--- src/rtl/valu_operand_sequencer_pkg.sv ---
// Shared encodings for the VALU operand-A sequencer: source select, SEW, FSM states,
// and the tail byte-enable helper.
package valu_operand_sequencer_pkg;

  localparam logic [1:0] VSRC_SCALAR = 2'b00;
  localparam logic [1:0] VSRC_IMM    = 2'b01;
  localparam logic [1:0] VSRC_VEC    = 2'b10;
  localparam logic [1:0] VSRC_ZERO   = 2'b11;

  localparam logic [1:0] SEW_E8  = 2'b00;
  localparam logic [1:0] SEW_E16 = 2'b01;
  localparam logic [1:0] SEW_E32 = 2'b10;
  localparam logic [1:0] SEW_E64 = 2'b11;

  typedef enum logic [1:0] {
    ST_IDLE = 2'b00,
    ST_RUN  = 2'b01,
    ST_DONE = 2'b10
  } seq_state_e;

  // Only the final beat of a partial 8-byte group gets a reduced mask.
  function automatic logic [7:0] tail_be(input logic [2:0] rem, input logic is_last);
    if (is_last && (rem != 3'd0)) return 8'hFF >> (4'd8 - {1'b0, rem});
    return 8'hFF;
  endfunction

endpackage

--- src/rtl/valu_operand_sequencer_splat64.sv ---
// valu_splat64: replicates the low SEW-sized element of a 64-bit value across a full beat.
module valu_splat64
  import valu_operand_sequencer_pkg::*;
(
  input  logic [1:0]  sew_i,
  input  logic [63:0] value_i,
  output logic [63:0] splat_o
);

  always_comb begin
    splat_o = value_i;
    case (sew_i)
      SEW_E8:  splat_o = {8{value_i[7:0]}};
      SEW_E16: splat_o = {4{value_i[15:0]}};
      SEW_E32: splat_o = {2{value_i[31:0]}};
      default: splat_o = value_i;
    endcase
  end

endmodule

--- src/rtl/valu_operand_sequencer.sv ---
// Operand-A sequencer: walks one vector instruction's element range as 64-bit beats.
// Optional perf counters (busy / stall cycles) are built when VALU_SEQ_PERF_EN is defined.
module valu_operand_sequencer
  import valu_operand_sequencer_pkg::*;
#(
  parameter int VLEN      = 512,
  parameter int VL_W      = 10,
  parameter int MAX_BEATS = 64,
  localparam int BEATS_PER_REG = VLEN / 64,
  localparam int ADDR_W        = 5 + $clog2(BEATS_PER_REG)
) (
  input  logic              clk,
  input  logic              rst_n,
  input  logic              issue_valid,
  output logic              issue_ready,
  input  logic [1:0]        issue_src,
  input  logic [1:0]        issue_sew,
  input  logic [VL_W-1:0]   issue_vl,
  input  logic [63:0]       issue_scalar,
  input  logic [63:0]       issue_simm,
  input  logic [4:0]        issue_vs,
  output logic              vrf_rd_en,
  output logic [ADDR_W-1:0] vrf_rd_addr,
  input  logic [63:0]       vrf_rd_data,
  output logic              alu_valid,
  input  logic              alu_ready,
  output logic [63:0]       alu_dataA,
  output logic [7:0]        alu_be,
  output logic              alu_last,
  output logic              busy,
  output logic              done
`ifdef VALU_SEQ_PERF_EN
  ,
  input  logic              perf_clr,
  output logic [31:0]       perf_busy_cnt,
  output logic [31:0]       perf_stall_cnt
`endif
);

  localparam int BCNT_W = $clog2(MAX_BEATS + 1);
  localparam int SH_W   = $clog2(BEATS_PER_REG);

  seq_state_e        state_q;
  logic [1:0]        src_q;
  logic [4:0]        vs_q;
  logic [BCNT_W-1:0] beats_q, idx_q;
  logic [2:0]        rem_q;
  logic [63:0]       splat_q;
  logic              infl_q;
  logic              out_v_q, out_last_q, skid_v_q, skid_last_q;
  logic [63:0]       out_data_q, skid_data_q;
  logic [7:0]        out_be_q, skid_be_q;

  // Issue-time beat math.
  logic [VL_W+2:0]   iss_bytes;
  logic [VL_W:0]     iss_beats_raw;
  logic [BCNT_W-1:0] iss_beats;
  logic [2:0]        iss_rem;
  logic              iss_fire;
  logic [63:0]       splat_in, splat_out, splat_val;

  assign iss_bytes     = {3'b000, issue_vl} << issue_sew;
  assign iss_beats_raw = {1'b0, iss_bytes[VL_W+2:3]} + (VL_W+1)'(|iss_bytes[2:0]);
  assign iss_beats     = (iss_beats_raw > (VL_W+1)'(MAX_BEATS)) ? BCNT_W'(MAX_BEATS)
                                                                : BCNT_W'(iss_beats_raw);
  assign iss_rem       = iss_bytes[2:0];
  assign iss_fire      = issue_valid && (state_q == ST_IDLE);

  assign splat_in  = (issue_src == VSRC_IMM) ? issue_simm : issue_scalar;
  assign splat_val = (issue_src == VSRC_ZERO) ? 64'd0 : splat_out;

  valu_splat64 u_splat (
    .sew_i   (issue_sew),
    .value_i (splat_in),
    .splat_o (splat_out)
  );

  // Credits: output register + skid entry; a beat draining this cycle frees its slot.
  logic       xfer, run_rd, iss_rd;
  logic [1:0] used;
  logic       gen_last, ret_last;
  logic [7:0] ret_be;

  assign xfer     = out_v_q && alu_ready;
  assign used     = 2'(out_v_q) + 2'(skid_v_q) + 2'(infl_q) - 2'(xfer);
  assign run_rd   = (state_q == ST_RUN) && (src_q == VSRC_VEC) && (idx_q < beats_q) && (used < 2'd2);
  assign iss_rd   = iss_fire && (issue_src == VSRC_VEC) && (iss_beats != '0);
  assign gen_last = (idx_q == beats_q - BCNT_W'(1));
  assign ret_last = (idx_q == beats_q);
  assign ret_be   = tail_be(rem_q, ret_last);

  assign vrf_rd_en   = run_rd || iss_rd;
  assign vrf_rd_addr = iss_rd ? (ADDR_W'(issue_vs) << SH_W) :
                       run_rd ? ((ADDR_W'(vs_q) << SH_W) + ADDR_W'(idx_q)) : '0;

  assign issue_ready = (state_q == ST_IDLE);
  assign busy        = (state_q != ST_IDLE);
  assign done        = (state_q == ST_DONE);
  assign alu_valid   = out_v_q;
  assign alu_dataA   = out_data_q;
  assign alu_be      = out_be_q;
  assign alu_last    = out_last_q;

  always_ff @(posedge clk or negedge rst_n) begin
    if (!rst_n) begin
      state_q     <= ST_IDLE;
      src_q       <= VSRC_SCALAR;
      vs_q        <= '0;
      beats_q     <= '0;
      idx_q       <= '0;
      rem_q       <= '0;
      splat_q     <= '0;
      infl_q      <= 1'b0;
      out_v_q     <= 1'b0;
      out_data_q  <= '0;
      out_be_q    <= '0;
      out_last_q  <= 1'b0;
      skid_v_q    <= 1'b0;
      skid_data_q <= '0;
      skid_be_q   <= '0;
      skid_last_q <= 1'b0;
    end else begin
      case (state_q)
        ST_IDLE: begin
          if (issue_valid) begin
            src_q   <= issue_src;
            vs_q    <= issue_vs;
            beats_q <= iss_beats;
            rem_q   <= iss_rem;
            splat_q <= splat_val;
            idx_q   <= '0;
            infl_q  <= 1'b0;
            if (iss_beats == '0) begin
              state_q <= ST_DONE;
            end else begin
              state_q <= ST_RUN;
              idx_q   <= BCNT_W'(1);
              if (issue_src == VSRC_VEC) begin
                infl_q <= 1'b1;
              end else begin
                out_v_q    <= 1'b1;
                out_data_q <= splat_val;
                out_be_q   <= tail_be(iss_rem, iss_beats == BCNT_W'(1));
                out_last_q <= (iss_beats == BCNT_W'(1));
              end
            end
          end
        end
        ST_RUN: begin
          infl_q <= run_rd;
          if (src_q == VSRC_VEC) begin
            if (run_rd) idx_q <= idx_q + BCNT_W'(1);
            if (xfer) begin
              if (skid_v_q) begin
                out_data_q <= skid_data_q;
                out_be_q   <= skid_be_q;
                out_last_q <= skid_last_q;
                skid_v_q   <= infl_q;
                if (infl_q) begin
                  skid_data_q <= vrf_rd_data;
                  skid_be_q   <= ret_be;
                  skid_last_q <= ret_last;
                end
              end else if (infl_q) begin
                out_data_q <= vrf_rd_data;
                out_be_q   <= ret_be;
                out_last_q <= ret_last;
              end else begin
                out_v_q <= 1'b0;
              end
            end else if (infl_q) begin
              if (!out_v_q) begin
                out_v_q    <= 1'b1;
                out_data_q <= vrf_rd_data;
                out_be_q   <= ret_be;
                out_last_q <= ret_last;
              end else begin
                skid_v_q    <= 1'b1;
                skid_data_q <= vrf_rd_data;
                skid_be_q   <= ret_be;
                skid_last_q <= ret_last;
              end
            end
          end else if (xfer) begin
            if (out_last_q) begin
              out_v_q <= 1'b0;
            end else begin
              out_data_q <= splat_q;
              out_be_q   <= tail_be(rem_q, gen_last);
              out_last_q <= gen_last;
              idx_q      <= idx_q + BCNT_W'(1);
            end
          end
          if (xfer && out_last_q) state_q <= ST_DONE;
        end
        ST_DONE: state_q <= ST_IDLE;
        default: state_q <= ST_IDLE;
      endcase
    end
  end

`ifdef VALU_SEQ_PERF_EN
  always_ff @(posedge clk or negedge rst_n) begin
    if (!rst_n) begin
      perf_busy_cnt  <= '0;
      perf_stall_cnt <= '0;
    end else if (iss_fire && perf_clr) begin
      perf_busy_cnt  <= '0;
      perf_stall_cnt <= '0;
    end else begin
      if (busy && (perf_busy_cnt != '1)) perf_busy_cnt <= perf_busy_cnt + 32'd1;
      if (out_v_q && !alu_ready && (perf_stall_cnt != '1)) perf_stall_cnt <= perf_stall_cnt + 32'd1;
    end
  end
`endif

endmodule

--- config.mk ---
export PLATFORM = sky130hd
export DESIGN_NAME = valu_operand_sequencer
export DESIGN_NICKNAME = d
export VERILOG_FILES = /design/src/rtl/valu_operand_sequencer_pkg.sv /design/src/rtl/valu_operand_sequencer_splat64.sv /design/src/rtl/valu_operand_sequencer.sv
export SDC_FILE = /design/constraint.sdc
export NUM_CORES = 1
export LEC_CHECK = 0
export BUFFER_PORTS_ARGS = -buffer_cell sky130_fd_sc_hd__buf_2
export CAP_MARGIN = 20
export CORE_AREA = 8 8 170 172
export CTS_CLUSTER_SIZE = 24
export DETAILED_ROUTE_END_ITERATION = 10
export DIE_AREA = 0 0 178 180
export GPL_ROUTABILITY_DRIVEN = 0
export PLACE_DENSITY = 0.8
export SLEW_MARGIN = 0
export SYNTH_ARGS = -nofsm -noshare
export SYNTH_HDL_FRONTEND = slang
export SYNTH_SLANG_ARGS = --single-unit
--- constraint.sdc ---
create_clock -name clk -period 13 [get_ports clk]
set_input_delay 2.6 -clock clk [delete_from_list [all_inputs] [get_ports clk]]
set_output_delay 2.6 -clock clk [all_outputs]
set_load 0.005 [all_outputs]
==> run summary <==
most instantiated cells after synthesis - nand2_1 (404), dfrtp_1 (239), nor2_1 (135), o21ai_0 (123), a21oi_1 (114)
mux share of post-synthesis cell area - 10.90%
Seq/Total Area, Yosys - 42.18%
Core Rows - 60
LEAKAGE - 8.101 nW
Initial Utilization - 53.81%
Max VDD drop - 169.3 µV
post-synthesis simple-gate area fraction - 18.73%
top cell type's share of synthesized area - 42.18%
Critical Path Most Common Cell - ha_1
Worst Path Required - 10.40 ns
area grow syn2layout - 17.21%
largest net degree at the start of global routing - 126
Mapped Cells - 1675
worst path cell trace - buf_2 > buf_4 > clkinv_1 > nor2_1 > a21oi_1 > ha_1 > inv_1 > ha_1 > ha_1 > inv_1 > a211oi_2 > a211oi_1 > a31oi_1 > and3_1 > a21oi_1 > and2b_4 > or2_2 > buf_2
initial antenna violation count - 6
1st-iter DRT viols - 1435
Syn Std Cell Area - 0.01418 mm²
die area - 0.03204 mm²
Antenna Nets Post-Route - 0
TritonRoute pass-1 iters - 6
CP Buf/Inv Count - 6
critical path arrival - 7.58 ns
Flop pwr share - 35.3%
clock latency on the worst-skew pair - 0.55 ns
WL met3 - 4558 µm
highest clock rate - 98.25 MHz
H-tree depth - 1
nets - 2136
CTS Hold Bufs - 0
largest family of logic cells by synthesized area - compound AO/OA/AOI/OAI gates
number of CTS-inserted buffers - 27
max cap viols - 0
routed length on met1 - 18620 µm
register bit total from synthesis - 239
number of library cell types mapped by synthesis - 69
Worst-Margin Slew - 1.090 ns
most instantiated library cell after synthesis - nand2_1
status - finished clean
vias post-DR - 13860
total global-route track usage - 29.51%
min cycle time layout - 10.18 ns
I/O Buffers - 300
critical path's largest stage delay - 0.71 ns
vias per cell - 6.135
postcts setup bufs - 0
hold violation count in the final report - 0
Sw Ratio - 41.29%
GRT overflow - 0
worst hold path type - reg -> reg
WHS - 0.4744 ns
first-pass GRT wire length - 75310 µm
clk_skew - 0.01914 ns
clk buf depth - 3
CP Class - in -> out
Sink Count - 239
main flop type after synthesis - dfrtp_1
clock share of power - 20.2%
PwrDens - 222.5 mW/mm²
Post-synth ARST share - 100.0%
Die Wd - 178 µm
crit path max fanout - 45
Clk pin slew, worst setup/hold paths - 0.06 ns
syn avg cell area - 8.465 µm²
DP HPWL - 34260 µm
Util after Layout - 63.07%
uppermost layer routed - met5
# DRC - 0
syn nets - 1918
crit-path leading delay family - simple AND/OR/NAND/NOR gates
type of origin of the critical path - primary input
Final Max Slew Viols - 0
Layout fillers - 2218
layout cells sized above 1 - 24.88%
final period utilization - 78.29%
sw power - 1.526 mW
Slowest cell on crit path - nor2_1
wire length on met2 - 22970 µm
post-synthesis compound-gate area fraction - 19.60%
Post-Synth Adder-Cell Area - 2.524%
crit end category - output port
Synth Area in XOR/XNOR - 1.359%
Ys Warns - 0
cell accounting for the most synthesized area - dfrtp_1
Slew Limit Headroom - 27.31%
vias in the first global route - 13750
IO Pins - 301
Total Power - 3.697 mW
core area - 0.02635 mm²
Gates resized, CTS repair - 0
EDFF count, synth - 0
CTS tree - done
P_int - 2.171 mW
root buffer cell - clkbuf_16
synth top area cells - dfrtp_1 (42%), nand2_1 (11%), mux2_2 (7.0%)
RSZ-0062 raised after global routing - no
Total Wirelength - 48590 µm
Sum Neg Setup Slack - 0 ns
final setup fails - 0
Die Height - 180 µm
WL/cell - 21.51 µm
Combinational Power Share - 44.4%
[state kept, by name, indices dropped and copies added, names as in the netlist, 2 cells and up]
signal and count:
beats_q 7, splat_q 64, alu_be 8, src_q 2, idx_q 7, vs_q 5, state_q 2, alu_dataA 64
skid_data_q 64, rem_q 3, skid_be_q 8
[cells in the final DEF, fill, tap and decap left out, drive strengths merged, types with 5 or more instances in the layout]
cell type / synthesis / routed
a22oi: 10 / 10
nand4: 6 / 6
nand2: 404 / 404
xor2: 5 / 5
mux2i: 49 / 49
clkbuf: 96 / 41
a221oi: 6 / 6
a211o: 7 / 7
nor2: 136 / 136
a311oi: 35 / 35
a21oi: 114 / 114
clkinv: 2 / 8
nor3: 11 / 11
o22ai: 8 / 8
and2: 11 / 11
buf: 33 / 318
and3: 10 / 10
nand3: 24 / 24
nand2b: 8 / 8
ha: 27 / 27
a21o: 7 / 7
o21ai: 140 / 140
nor2b: 7 / 7
a22o: 10 / 10
dfrtp: 239 / 239
a31oi: 59 / 59
o221ai: 5 / 5
diode: 0 / 5
inv: 25 / 27
mux2: 92 / 92
a211oi: 12 / 12
o31ai: 12 / 12
xnor2: 17 / 17
o211ai: 10 / 10
[tightest hold or removal path: cells and delay by family (launching register included)]
family | cells | cell delay, ns
compound gates | 1 | 0.05
simple gates | 1 | 0.05
flops | 1 | 0.33
[area by class of cell]
type                            count  area, µm²  area share (%)
Antenna cell                        5      12.51         0.07529
Clock buffer                       41      818.3           4.924
Clock inverter                      8      47.55          0.2861
Inverter                           27      101.3          0.6098
Multi-Input combinational cell   1280       7585           45.64
Sequential cell                   239       5981           35.99
Tap cell                          341      426.7           2.567
Timing Repair Buffer              318       1647           9.908
[path summary, 6_finish.rpt]
kind | end | start | depth (start not counted) | slack, ns
worst max register to register | alu_dataA[44]$_DFFE_PN0P_ | src_q[0]$_DFFE_PN0P_ | 7 | 9.56
min in group asynchronous | alu_dataA[20]$_DFFE_PN0P_ | rst_n | 1 | 2.14
worst max-delay path | vrf_rd_en | issue_sew[0] | 18 | 2.82
max in group asynchronous | splat_q[63]$_DFFE_PN0P_ | rst_n | 3 | 8.78
worst min-delay path | alu_be[7]$_DFFE_PN0P_ | alu_be[7]$_DFFE_PN0P_ | 2 | 0.47
worst min register to register | alu_be[7]$_DFFE_PN0P_ | alu_be[7]$_DFFE_PN0P_ | 2 | 0.47
[power groups by stage]
stage	sequential, mW	clock (mW)	combinational (mW)
6_report	1.31	0.749	1.64
2_1_floorplan	1.26	0	1.17
4_1_cts	1.30	0.755	1.64
3_5_place_dp	1.31	0	1.63
3_3_place_gp	1.29	0	1.57
5_1_grt	1.34	0.781	1.83
[logic make-up (layout without fill, tap and decap cells)]
logic type                 Yosys count  count (layout)
other                                0               5
AOI/OAI and AO/OA                  451             451
xor gates and xnor gates            22              22
adders and majority gates           28              28
DFF                                239             239
buffers and inverters              156             394
muxes                              141             141
and+or+nand+nor                    638             638
[metal layers]
layer | vias up | track usage, %
met5 | - | 0
met4 | 6 | 14.74
met3 | 148 | 6.664
met2 | 729 | 47.66
met1 | 6653 | 36.48
li1 | 6324 | -
[through the flow]
stage	std cells	worst slack, ns	area (µm²)
after floorplan	1675	4.320	14180
after global placement	2205	3.223	15740
after detailed placement	2205	3.023	15740
after CTS	2254	3.012	16610
after global routing	2257	2.479	16610
final	2259	2.822	16620
Power figures use the tool's default switching activity.
